`config.mk`:
```
export PLATFORM = sky130hd
export DESIGN_NAME = mem_port_arbiter
export DESIGN_NICKNAME = d
export VERILOG_FILES = /design/src/rtl/mem_port_arbiter.sv
export SDC_FILE = /design/constraint.sdc
export NUM_CORES = 1
export LEC_CHECK = 0
export CORE_ASPECT_RATIO = 1.1
export CORE_MARGIN = 2
export CORE_UTILIZATION = 35
export DETAILED_ROUTE_END_ITERATION = 8
export PLACE_DENSITY = 0.7
export SLEW_MARGIN = 20
export SYNTH_ARGS = -nofsm -noshare
export SYNTH_HDL_FRONTEND = slang
export SYNTH_SLANG_ARGS = --single-unit
export TNS_END_PERCENT = 20
```
`constraint.sdc`:
```
create_clock -name clk -period 5 [get_ports clk]
set_clock_uncertainty 0.2 [all_clocks]
set_input_delay 1 -clock clk [delete_from_list [all_inputs] [get_ports clk]]
set_output_delay 1 -clock clk [all_outputs]
set_load 0.02 [all_outputs]
```
`src/rtl/mem_port_arbiter.sv`:
```
// Arbiter sharing one single-port memory between the fetch and load/store paths.
// One transaction in flight at a time; load/store has priority, with a starvation guard for fetch.
module mem_port_arbiter #(
  parameter int AW         = 32,
  parameter int DW         = 32,
  parameter int STARVE_MAX = 4
) (
  input  logic            clk,
  input  logic            rst,
  input  logic            if_req,
  input  logic [AW-1:0]   if_addr,
  output logic [DW-1:0]   if_rdata,
  output logic            if_ready,
  input  logic            m_req,
  input  logic            m_we,
  input  logic [AW-1:0]   m_addr,
  input  logic [DW-1:0]   m_wdata,
  input  logic [DW/8-1:0] m_be,
  output logic [DW-1:0]   m_rdata,
  output logic            m_ready,
  output logic            mem_req,
  output logic            mem_we,
  output logic [AW-1:0]   mem_addr,
  output logic [DW-1:0]   mem_wdata,
  output logic [DW/8-1:0] mem_be,
  input  logic            mem_gnt,
  input  logic            mem_rvalid,
  input  logic [DW-1:0]   mem_rdata,
  output logic            stall_if,
  output logic            stall_mem
);

  localparam int BW = DW / 8;
  localparam logic [3:0] STARVE_LIM = 4'(STARVE_MAX);

  typedef enum logic [1:0] {IDLE, REQ, WAIT, DONE} stateT;

  stateT          state;
  stateT          nextState;
  logic           ownerM;
  logic [3:0]     starveCnt;
  logic           pickM;
  logic           pickIf;
  logic [AW-1:0]  reqAddr;
  logic           reqWe;
  logic [DW-1:0]  reqWdata;
  logic [BW-1:0]  reqBe;
  logic [DW-1:0]  ifRdataQ;
  logic [DW-1:0]  mRdataQ;

  function automatic logic [3:0] satInc(input logic [3:0] v);
    return (v == 4'hF) ? v : v + 4'd1;
  endfunction

  // Load/store wins unless fetch has already lost STARVE_MAX times in a row.
  always_comb begin
    pickM  = 1'b0;
    pickIf = 1'b0;
    if (m_req && (starveCnt < STARVE_LIM)) pickM = 1'b1;
    else if (if_req)                       pickIf = 1'b1;
    else if (m_req)                        pickM = 1'b1;
  end

  always_ff @(posedge clk) begin
    if (rst) state <= IDLE;
    else     state <= nextState;
  end

  always_comb begin
    nextState = state;
    case (state)
      IDLE:    if (pickM || pickIf) nextState = REQ;
      REQ:     if (mem_gnt)         nextState = WAIT;
      WAIT:    if (mem_rvalid)      nextState = DONE;
      DONE:                         nextState = IDLE;
      default:                      nextState = IDLE;
    endcase
  end

  always_ff @(posedge clk) begin
    if (rst) begin
      ownerM    <= 1'b0;
      starveCnt <= 4'd0;
    end else if (state == IDLE) begin
      if (pickM) begin
        ownerM <= 1'b1;
        if (if_req) starveCnt <= satInc(starveCnt);
      end else if (pickIf) begin
        ownerM    <= 1'b0;
        starveCnt <= 4'd0;
      end
    end
  end

  // Request fields are only visible on the memory port while in REQ, so they need no reset.
  always_ff @(posedge clk) begin
    if (state == IDLE) begin
      if (pickM) begin
        reqAddr  <= m_addr;
        reqWe    <= m_we;
        reqWdata <= m_wdata;
        reqBe    <= m_we ? m_be : '1;
      end else if (pickIf) begin
        reqAddr  <= if_addr;
        reqWe    <= 1'b0;
        reqWdata <= '0;
        reqBe    <= '1;
      end
    end
  end

  always_ff @(posedge clk) begin
    if (rst) begin
      ifRdataQ <= '0;
      mRdataQ  <= '0;
    end else if ((state == WAIT) && mem_rvalid && !reqWe) begin
      if (ownerM) mRdataQ  <= mem_rdata;
      else        ifRdataQ <= mem_rdata;
    end
  end

  always_comb begin
    mem_req   = 1'b0;
    mem_we    = 1'b0;
    mem_addr  = '0;
    mem_wdata = '0;
    mem_be    = '0;
    if (state == REQ) begin
      mem_req   = 1'b1;
      mem_we    = reqWe;
      mem_addr  = reqAddr;
      mem_wdata = reqWdata;
      mem_be    = reqBe;
    end
    if_ready  = (state == DONE) && !ownerM;
    m_ready   = (state == DONE) && ownerM;
    if_rdata  = ifRdataQ;
    m_rdata   = mRdataQ;
    stall_if  = if_req & ~if_ready;
    stall_mem = m_req & ~m_ready;
  end

endmodule
```
# Word-level counts from Yosys, hierarchy flattened

Cells that the tools add are included.

Add/sub/neg operators: 1
Shift operators: 0
Equality and inequality tests: 9
Order comparisons: 1
Bitwise gates (word level): 5
Multipliers: 0
Div/mod/pow operators: 0
Mux-type cells: 28
Reduce and logical (&&, ||, !) cells: 15

Operators with widths:

| kind                                                                         | count |
|---|---|
| 32-bit two-way mux                                                           | 6 |
| 4-bit two-way mux                                                            | 8 |
| 1-bit two-way mux                                                            | 10 |
| 2-bit inequality test, second input constant                                 | 5 |
| 2-bit case mux with 4 select lines                                           | 1 |
| 2-bit two-way mux                                                            | 3 |
| 2-bit AND reduction                                                          | 3 |
| 1-bit logical AND                                                            | 5 |
| 4-bit by 1-bit adder with 4-bit output, second input constant                | 1 |
| 2-bit == test, second input constant                                         | 2 |
| 4-bit == test, second input constant                                         | 1 |
| 4-bit by 3-bit less-than comparator with 1-bit output, second input constant | 1 |
| 4-bit AND reduction                                                          | 1 |
| 1-bit inverter                                                               | 3 |
| 3-bit AND reduction                                                          | 1 |
| 1-bit AND                                                                    | 2 |
| 2-bit by 1-bit == test with 1-bit output, second input constant              | 1 |
| 1-bit zero test                                                              | 2 |
| 2-bit zero test                                                              | 1 |
| 2-bit nonzero test                                                           | 1 |
| 1-bit logical OR                                                             | 1 |

Output and inout bits: 138
Word-level logic and storage cells: 68
Bits of input ports: 139
Memory bits (writable): 0
Bits in registers: 140
Memories: 0
Latch bits: 0
Memory bits (read-only): 0

# Logic depth before layout (Yosys ltp)

Gate-level depths: netlist of the first run.

Word-level depth: 6
Mapped depth: 7
Depth with buffers taken out: 5

# Least setup slack after synthesis of the first run

Ideal clock, no wire load.

Kind: input-to-reg
Start point: in m_req
End point: reg reqAddr[0] (enable)
Arrival: 4.218 ns
Stages: 3
Library setup time: 0.498 ns
Required time: 4.302 ns
Slack: 0.084 ns
Buffers on the path: 1
Cell sequence: clkbuf_1 nor2_1 nor2_1

Cells in the longest elaborated chain, start to end: 5
Elaborated cells on any way between the ends: 7
Classes of those cells: mux: 4; reduce/logical: 3

RTL lines:

| what                              | RTL line | RTL |
|---|---|---|
| start, declared                   | 14       | `input logic m_req,` |
| 1-bit two-way mux                 | 61       | `else if (m_req) pickM = 1'b1;` |
| 1-bit two-way mux                 | 60       | `else if (if_req) pickIf = 1'b1;` |
| 1-bit two-way mux                 | 59       | `if (m_req && (starveCnt < STARVE_LIM)) pickM = 1'b1;` |
| 2-bit nonzero test (no line) (*)  | --       |  |
| 2-bit AND reduction (no line) (*) | --       |  |
| end signal, assigned              | 99       | `reqAddr <= m_addr;` |
| end signal, assigned              | 104      | `reqAddr <= if_addr;` |
| end, declared                     | 44       | `logic [AW-1:0] reqAddr;` |

Mark *: on every way between the ends. The rest lies on a longest branch, timed or not.
A chain may end at the register's enable or synchronous reset.

# Final worst setup path of the first run

Start point: reg state[1]
End point: out mem_wdata[2]

Cells in the longest elaborated chain, start to end: 2

RTL lines:

| what                                     | RTL line | RTL |
|---|---|---|
| start, declared                          | 38       | `stateT state;` |
| start signal, assigned                   | 66       | `else state <= nextState;` |
| 2-bit by 1-bit == test with 1-bit output | 128      | `if (state == REQ) begin` |
| 32-bit two-way mux                       | 128      |  |
| end, declared                            | 24       | `output logic [DW-1:0] mem_wdata,` |

No other way between the ends.

==> out/metrics.cfg, run 1 <==
[outcome]
status=finished, final reports clean

[grt]
grt_util_all_layers=0.182
grt_pass1_wl_um=25300
grt_max_degree=72
grt_antenna_before_repair=0
grt_pass1_vias=4750
overflow=0

[floorplan]
dieArea_sq_mm=0.0181
io_pins=277
start_util=0.354
rows=50
die_h_um=141
die_w_um=128
coreArea_sq_mm=0.0168

[final_layout]
n_fill_cell=1409
final_cell_area_sq_mm=0.00946
syn_to_final_growth_pct=58.8
final_core_util=0.562
drive_above_1_share=0.0880
diodes=0
layout.nets=961
final_cells=1038

[worst_setup_path]
cp_slowest_cell=ha_2
crit_chain=inv_1 > ha_2 > and2_1 > clkdlybuf4s50_1
path_class=flop to primary output
critPathMaxStageDelay_ns=0.86
arrival_ns=2.61
crit_fanout=71
end_kind=primary output
cp-start-kind=flop
worstPathRequired_ns=3.80

[timing]
slew_headroom=0.318
finalCriticalPeriod_ns=3.81
tightestPinTransition_ns=1.02
max_freq_mhz=263
fin_crit_sh=0.762
rsz0062_at_grt=false
setup_tns_ns=0
final-setup-viol-count=0
finalMaxSlewViolations=0
hold_violations=0

[drt]
antenna_left=0
viasPerCell=4.69
wl_per_cell_um=16.0
drc=0
drt-initial-drc-count=250
vias=4871
drt_wl_total_um=16600
drtPass1Iterations=6

[placement]
io_buffers=276
place_area_sq_mm=0.00886
place_congestion=0.725
dp_cells=1006
dp_hpwl_um=11400

[clocking]
clockRootBuffer=clkbuf_16
cts_inserted_buffers=17
clockBufferDepth=2
cts_hold_buf=0
clkLatencyLatePin_ns=0.41
clock_sinks=140
post_cts_buffers=0
cts_tree=done
cts_resized=0
htreeDepth=4
clkTransAtPathRegs_ns=0.06

[synth]
synth_mux_area_frac=0.0810
syn_area_per_cell_sq_um=10.7
syn_inst=555
synth_seq_area_share=0.586
syn_area_sq_mm=0.00596
synth_top_area_share=0.348
yosys.area_share.adder=0.0105
synth_compound_area_frac=0.0630
synth_cell_types=32
synth_warnings=0
synth-simple-area-share=0.221
synthTopCellsByArea=edfxtp_1 35%, dfxtp_1 24%, nand2_1 8.3%, mux2_4 7.6%, and2_1 7.5%
synth_fp_nets=699
synth-seq-cells=140
synth_largest_area_cell=edfxtp_1
synthXorXnorAreaFrac=0
synth_top_family_by_area=simple AND/OR/NAND/NOR gates

[power]
p_leak_nw=3.49
vdd_drop_max_mv=0.217
p_per_area_mw_per_mm2=447
p_total_mw=4.23

[run]
cap_violations=0

[min_path]
holdCritPathClass=flop to flop

[state kept, by name, indices dropped and copies added (netlist names)]
name / cells
reqBe: 4
if_rdata: 32
m_rdata: 32
ownerM: 1
reqWdata: 32
starveCnt: 4
reqAddr: 32
reqWe: 1
state: 2
[cell type report]
cell class	instances	area (sq um)	share of cell area
clock buffers	18	429	0.0454
clock inverters	14	176	0.0186
inverters	3	11.3	0.00119
multi-input cells	371	2260	0.239
flip-flops and latches	140	3490	0.369
well taps	208	260	0.0275
repair buffers	284	2830	0.299
[report_power, final]
group          internal, mW  total (mW)  leakage [nW]  switching, mW
Combinational         0.633        1.35          1.95          0.721
Clock                 0.827        1.30         0.294          0.473
Sequential             1.51        1.57          1.25         0.0679
[final timing paths]
path	end	from	slack, ns	cells past startpoint
worst min-delay path	m_rdata[23]	m_rdata[23]	0.25	2
worst max-delay path	mem_wdata[2]	state[1]	1.19	4
worst max register to register	state[0]	state[1]	2.79	5
worst min register to register	m_rdata[23]	m_rdata[23]	0.25	2
[metal layers]
layer	global-route usage	up-vias	routed length, um
li1	-	2395	-
met1	0.209	2272	6620
met2	0.310	181	8130
met3	0.0706	23	1460
met4	0.0630	0	376
met5	0	-	0
[placed cells by master, fill, tap and decap left out, drive strengths merged, types with 2 or more instances in the layout]
master         synthesis  layout
and2                  72      72
clkinvlp               0       2
edfxtp                69      69
nand2                132     132
clkbuf                30      18
nor2b                  3       3
dfxtp                 71      71
buf                   11       9
clkdlybuf4s50          0     275
nor2                   3       3
clkinv                 0       8
inv                    3       3
and3                  33      33
a21oi                 67      67
nand4                  2       2
nand2b                 9       9
bufinv                 0       4
o21ai                  2       2
mux2                  32      32
ha                     5       5
[cell families after synthesis]
| group | count (synthesis) |
|---|---|
| mux | 33 |
| flops | 140 |
| compound gates | 72 |
| buf+inv | 44 |
| fa+ha+maj | 5 |
| simple gates | 261 |
[worst max-delay path, delay by kind of cell, from the launching register on]
kind          cells  cell delay [ns]
flops             1             0.33
fa+ha+maj         1             0.86
simple gates      1             0.24
buf+inv           2             0.74
[Yosys cell counts (all sizes together)]
cell type	number
mux2	32
dfxtp	71
and3	33
o21a	1
nand3b	1
nor2b	3
o21ai	2
nor4bb	1
clkbuf	30
nand4bb	1
and2	72
ha	5
edfxtp	69
and4b	1
nand4	2
nand2b	9
nor2	3
nand2	132
mux2i	1
a21oi	67
buf	11
nand4b	1
o32ai	1
or3	1
o311a	1
inv	3
nor3b	1
[per-stage QoR]
stage / hold slack, ns / worst slack [ns]
floorplan: 0.236 / 0.0838
global placement: 0.240 / 1.25
detailed placement: 0.246 / 1.24
CTS: 0.253 / 1.12
global route: 0.268 / 1.02
finish: 0.252 / 1.19
(Power assumes the default switching activity.)
==> run 2, diff against run 1 <==
==> constraint.sdc (replaced) <==
create_clock -name clk -period 3.2 [get_ports clk]
set_clock_uncertainty 0.2 [all_clocks]
set_input_delay 0.64 -clock clk [delete_from_list [all_inputs] [get_ports clk]]
set_output_delay 0.64 -clock clk [all_outputs]
set_load 0.02 [all_outputs]
==> run 2 against run 1 <==
Compared with the run above:
- global-route usage fell by 0.18 points
- routed wire length down 0.17%
- non-clock buffer count grew 3
- die area unchanged
- via count decreased by 0.72%
- design area rose by 0.58%
- highest routed layer unchanged
==> out/metrics.cfg, run 2 (synthesized netlist as in run 1, its figures left out) <==
[placement]
place_worst_setup_slack_ns=0.329  ; -0.912 ns
place_congestion=0.761  ; +5.1%
dp_hpwl_um=11600  ; +1.9%
io_buffers=276  ; unchanged

[floorplan]
die_w_um=128  ; unchanged
coreArea_sq_mm=0.0168  ; unchanged
start_util=0.354  ; unchanged
dieArea_sq_mm=0.0181  ; unchanged
rows=50  ; unchanged
die_h_um=141  ; unchanged
io_pins=277  ; unchanged

[timing]
rsz0062_at_grt=false
timing.final.ws_setup_ns=0.285  ; -0.905 ns
hold_violations=0  ; unchanged
final-setup-viol-count=0  ; unchanged
finalCriticalPeriod_ns=2.91
tightestPinTransition_ns=0.619  ; -0.405 ns
max_freq_mhz=343
slew_headroom=0.588  ; +0.270
fin_crit_sh=0.911
setup_tns_ns=0  ; unchanged
finalMaxSlewViolations=0  ; unchanged

[drt]
drc=0  ; unchanged
wl_per_cell_um=15.9  ; -0.55%
drtPass1Iterations=4  ; -2
met3_length_um=1250  ; -14%
viasPerCell=4.64  ; -1.1%
dr_wl_met2_um=7890  ; -3.0%
drt-initial-drc-count=184  ; -26%
drt_wl_total_um=16600  ; -0.17%
vias=4836  ; -0.72%
topRoutingLayerUsed=met4
met1_length_um=6970  ; +5.3%
antenna_left=0  ; unchanged

[worst_setup_path]
cp-start-kind=flop
r2r-start=state[0]
worstPathRequired_ns=2.36  ; -1.44 ns
arrival_ns=2.07  ; -0.54 ns
path_class=flop to primary output
worst-r2r-cell-count=5  ; unchanged
end_kind=primary output
worstReg2RegEnd=reqWdata[14]
r2r_setup_slack_ns=1.28  ; -1.51 ns
crit_fanout=71  ; unchanged

[clocking]
cts_hold_buf=0  ; unchanged
htreeDepth=4  ; unchanged
cts_resized=0  ; unchanged
clkLatencyLatePin_ns=0.41  ; about the same
clock_sinks=140  ; unchanged
cts_inserted_buffers=17  ; unchanged
clockBufferDepth=2  ; unchanged
cts_tree=done
clkTransAtPathRegs_ns=0.06  ; about the same
clockRootBuffer=clkbuf_16
post_cts_buffers=0  ; unchanged

[final_layout]
n_fill_cell=1467  ; +4.1%
final_common_cell=clkdlybuf4s50_1
regArea_sq_mm=0.00349  ; unchanged
syn_to_final_growth_pct=59.7
drive_above_1_share=0.0936  ; +0.00569
multiInputGateArea_sq_mm=0.00226  ; unchanged
final_cell_mix=275 x clkdlybuf4s50_1, 132 x nand2_1, 71 x and2_1, 71 x dfxtp_1, 69 x edfxtp_1
layout.nets=964  ; +0.31%

[min_path]
min_path_cells=2  ; unchanged
holdCritPathClass=flop to flop
hold_end=m_rdata[25]
hp-start=m_rdata[25]

[grt]
overflow=0  ; unchanged
grt_antenna_before_repair=1  ; +1
grt_pass1_wl_um=25100  ; -0.90%
grt_pass1_vias=4670  ; -1.7%
grt_max_degree=72  ; unchanged
grt_util_all_layers=0.180  ; -0.00176

[power]
p_leak_nw=3.51  ; +0.38%
p_total_mw=6.65  ; +57%
vdd_drop_max_mv=0.393  ; +81%
p_per_area_mw_per_mm2=699  ; +56%

[run]
cap_violations=0  ; unchanged

[outcome]
status=finished, final reports clean

run 2: where the power goes:
part | internal [mW] | switching, mW | total [mW]
registers | 2.36 | 0.101 | 2.46
logic | 1.00 | 1.12 | 2.12
clock network | 1.31 | 0.767 | 2.07
total | 4.66 | 1.98 | 6.65
run 2: cell type report:
class                      instances  area share
antenna                            1    0.000263
clock buffer                      18      0.0451
clock inverter                    14      0.0204
inverter                           3     0.00118
multi-input combinational        371       0.238
sequential                       140       0.367
tap                              208      0.0273
timing repair buffer             287       0.301
run 2: critical path: stages, from the launching register on:
cell and delay [ns]:
dfxtp_1 0.34, inv_1 0.09, ha_2 0.19, buf_12 0.23, and2_1 0.17, clkdlybuf4s50_1 0.61
run 2: worst max-delay path by stage:
stage / start / to / slack [ns] / depth (start not counted)
floorplan: m_req / reqAddr[0] / 0.57 / 3
global placement: if_req / stall_if / 0.32 / 3
detailed placement: if_req / stall_if / 0.33 / 3
CTS: state[1] / mem_wdata[4] / 0.25 / 5
global route: state[1] / mem_wdata[5] / 0.14 / 5
finish: state[1] / mem_wdata[4] / 0.29 / 5
run 2: metrics by stage:
| stage | utilization | hold slack (ns) | instance area (sq um) | cells |
|---|---|---|---|---|
| floorplan | - | 0.236 | 5970 | 555 |
| global placement | 0.528 | 0.241 | 8890 | 1009 |
| detailed placement | 0.528 | 0.246 | 8890 | 1009 |
| CTS | 0.565 | 0.254 | 9510 | 1041 |
| global route | 0.565 | 0.267 | 9510 | 1041 |
| finish | 0.566 | 0.252 | 9520 | 1042 |
run 2: metal layers:
layer | GRT usage | vias to the layer above
li1 | - | 2404
met1 | 0.214 | 2220
met2 | 0.298 | 183
met3 | 0.0581 | 29
met4 | 0.0798 | 0
met5 | 0 | -
==> run 3, diff against run 2 <==
--- a/config.mk
+++ b/config.mk
@@ -8,8 +8,9 @@
 export CORE_ASPECT_RATIO = 1.1
 export CORE_MARGIN = 2
 export CORE_UTILIZATION = 35
+export CTS_CLUSTER_SIZE = 12
 export DETAILED_ROUTE_END_ITERATION = 8
-export PLACE_DENSITY = 0.7
+export PLACE_DENSITY = 0.67
 export SLEW_MARGIN = 20
 export SYNTH_ARGS = -nofsm -noshare
 export SYNTH_HDL_FRONTEND = slang
==> constraint.sdc (replaced) <==
create_clock -name clk -period 2.8 [get_ports clk]
set_clock_uncertainty 0.2 [all_clocks]
set_input_delay 0.56 -clock clk [delete_from_list [all_inputs] [get_ports clk]]
set_output_delay 0.56 -clock clk [all_outputs]
set_load 0.02 [all_outputs]
==> run 3 against run 2 <==
Compared with the run above:
- routed wire length grew 5.9%
- register-to-register slack lost 0.35 ns
- sequential power grew 15%
- cell count is the same
- die area is the same
- sequential cell count is the same
- largest cell class unchanged
- first-iteration DRC count grew 21%
- worst setup slack lost 0.10 ns
- worst hold slack gained 0.0029 ns
- total power grew 6.8%
- critical path depth shrank 1
- utilization shrank 0.91 points
==> out/metrics.cfg, run 3 (synthesized netlist as in run 1, its figures left out) <==
[floorplan]
io_pins=277  ; unchanged
die_w_um=128  ; unchanged
coreArea_sq_mm=0.0168  ; unchanged
rows=50  ; unchanged
die_h_um=141  ; unchanged
start_util=0.354  ; unchanged
dieArea_sq_mm=0.0181  ; unchanged

[drt]
drt-initial-drc-count=223  ; +21%
met1_length_um=6860  ; -1.5%
met3_length_um=2040  ; +64%
viasPerCell=4.79  ; +3.2%
drtPass1Iterations=4  ; unchanged
dr_wl_met2_um=8410  ; +6.6%
vias=4992  ; +3.2%
drt_wl_total_um=17500  ; +5.9%
wl_per_cell_um=16.8  ; +5.9%
drc=0  ; unchanged
antenna_left=0  ; unchanged
topRoutingLayerUsed=met4

[run]
cap_violations=0  ; unchanged

[worst_setup_path]
crit_cells=4  ; -1
crit_chain=ha_1 > and2_1 > nor2b_1 > clkdlybuf4s50_1
worstPathRequired_ns=2.04  ; -0.32 ns
cp-start-kind=flop
worst-r2r-cell-count=6  ; +1
end_kind=primary output
arrival_ns=1.86  ; -0.21 ns
crit_fanout=4  ; -94%
crit_family=buffers and inverters
path_class=flop to primary output
crit_buf_inv=1  ; -2
critPathMaxStageDelay_ns=0.60  ; about the same
cp_slowest_cell=clkdlybuf4s50_1

[power]
switchingPower_mw=2.24  ; +13%
p_clk_frac=0.289  ; -0.023
p_total_mw=7.10  ; +6.8%
p_sw_frac=0.316  ; +0.0175
comb_power_share=0.314  ; -0.005
vdd_drop_max_mv=0.395  ; +0.57%
p_per_area_mw_per_mm2=758  ; +8.5%
p_leak_nw=3.79  ; +8.0%
seqPwrFrac=0.397  ; +0.028
internal_power_mw=4.86  ; +4.1%

[timing]
slew_headroom=0.535  ; -0.0530
fin_crit_sh=0.935
finalCriticalPeriod_ns=2.62
tightestPinTransition_ns=0.698  ; +0.0795 ns
finalMaxSlewViolations=0  ; unchanged
setup_tns_ns=0  ; unchanged
max_freq_mhz=382
hold_violations=0  ; unchanged
final-setup-viol-count=0  ; unchanged
rsz0062_at_grt=false

[final_layout]
n_fill_cell=1475  ; +0.55%
drive_above_1_share=0.0983  ; +0.00468
syn_to_final_growth_pct=57.1
final_cell_mix=205 x clkdlybuf4s50_1, 132 x nand2_1, 71 x and2_1, 71 x dfxtp_1, 69 x edfxtp_1
final_common_cell=clkdlybuf4s50_1
layout.nets=966  ; +0.21%
diodes=0  ; -1

[grt]
grt_pass1_wl_um=26300  ; +4.8%
overflow=0  ; unchanged
grt_antenna_before_repair=0  ; -1
grt_util_all_layers=0.190  ; +0.00922
grt_pass1_vias=4965  ; +6.3%
grt_max_degree=72  ; unchanged

[min_path]
holdCritPathClass=flop to flop
min_path_cells=2  ; unchanged

[clocking]
cts_tree=done
clkLatencyLatePin_ns=0.42  ; about the same
clock_sinks=140  ; unchanged
htreeDepth=4  ; unchanged
clockBufferDepth=2  ; unchanged
clkTransAtPathRegs_ns=0.06  ; about the same
cts_inserted_buffers=17  ; unchanged
cts_hold_buf=0  ; unchanged
clockRootBuffer=clkbuf_16

[placement]
dp_hpwl_um=12300  ; +6.0%
place_congestion=0.768  ; +0.89%
io_buffers=276  ; unchanged

[outcome]
status=finished, final reports clean

## run 3: changes by cell type in the layout (fill, tap and decap cells not counted), moves of 2 or more
| cell | delta |
|---|---|
| inv_6 | -2 |
| clkinv_2 | +3 |
| clkinvlp_4 | -4 |
| buf_4 | +5 |
| clkdlybuf4s50_1 | -70 |
| clkbuf_4 | +3 |
| dlygate4sd2_1 | +65 |
| bufinv_16 | -4 |
## run 3: cell type report
cell class	instances	area [sq um]	share of cell area
Multi-Input combinational cell	371	2260	0.241
Sequential cell	140	3490	0.373
Inverter	3	11.3	0.00120
Clock inverter	7	38.8	0.00414
Tap cell	208	260	0.0278
Timing Repair Buffer	289	2800	0.299
Clock buffer	24	494	0.0528
## run 3: through the flow
| stage | util | hold WS [ns] | std cells | instance area [sq um] | setup WS (ns) |
|---|---|---|---|---|---|
| 5_1_grt | 0.556 | 0.279 | 1042 | 9360 | 0.111 |
| 2_1_floorplan | - | 0.236 | 555 | 5970 | 0.254 |
| 3_3_place_gp | 0.529 | 0.242 | 1011 | 8910 | 0.248 |
| 4_1_cts | 0.556 | 0.259 | 1042 | 9360 | 0.0334 |
| 6_report | 0.556 | 0.254 | 1042 | 9360 | 0.182 |
| 3_5_place_dp | 0.529 | 0.249 | 1011 | 8910 | 0.261 |
## run 3: path summary, 6_finish.rpt
path	start	slack (ns)	to
max	state[0]	0.18	stall_mem
min	m_rdata[25]	0.25	m_rdata[25]
max reg2reg	state[0]	0.93	m_rdata[2]
min reg2reg	m_rdata[25]	0.25	m_rdata[25]
## run 3: timing repair
item	CTS	global route
buffers inserted	0	0
endpoints found under the hold margin	0	0
resized for setup	65	1
setup endpoints to repair	65	1
## run 3: layer usage
layer | up-vias | global-route usage
li1 | 2404 | -
met1 | 2351 | 0.212
met2 | 217 | 0.321
met3 | 20 | 0.0869
met4 | 0 | 0.0607
met5 | - | 0
## run 3: worst min-delay path, delay by kind of cell (launching register included)
family             cells  cell delay [ns]
AOI/OAI and AO/OA      1             0.05
DFF                    1             0.31
and+or+nand+nor        1             0.05
## run 3: power groups by stage
stage          combinational, mW  sequential, mW  clock [mW]
2_1_floorplan               1.25            2.86           0
3_3_place_gp                2.45            2.85           0
3_5_place_dp                2.49            2.87           0
4_1_cts                     2.28            2.83        2.09
5_1_grt                     2.41            2.86        2.19
6_report                    2.23            2.82        2.05
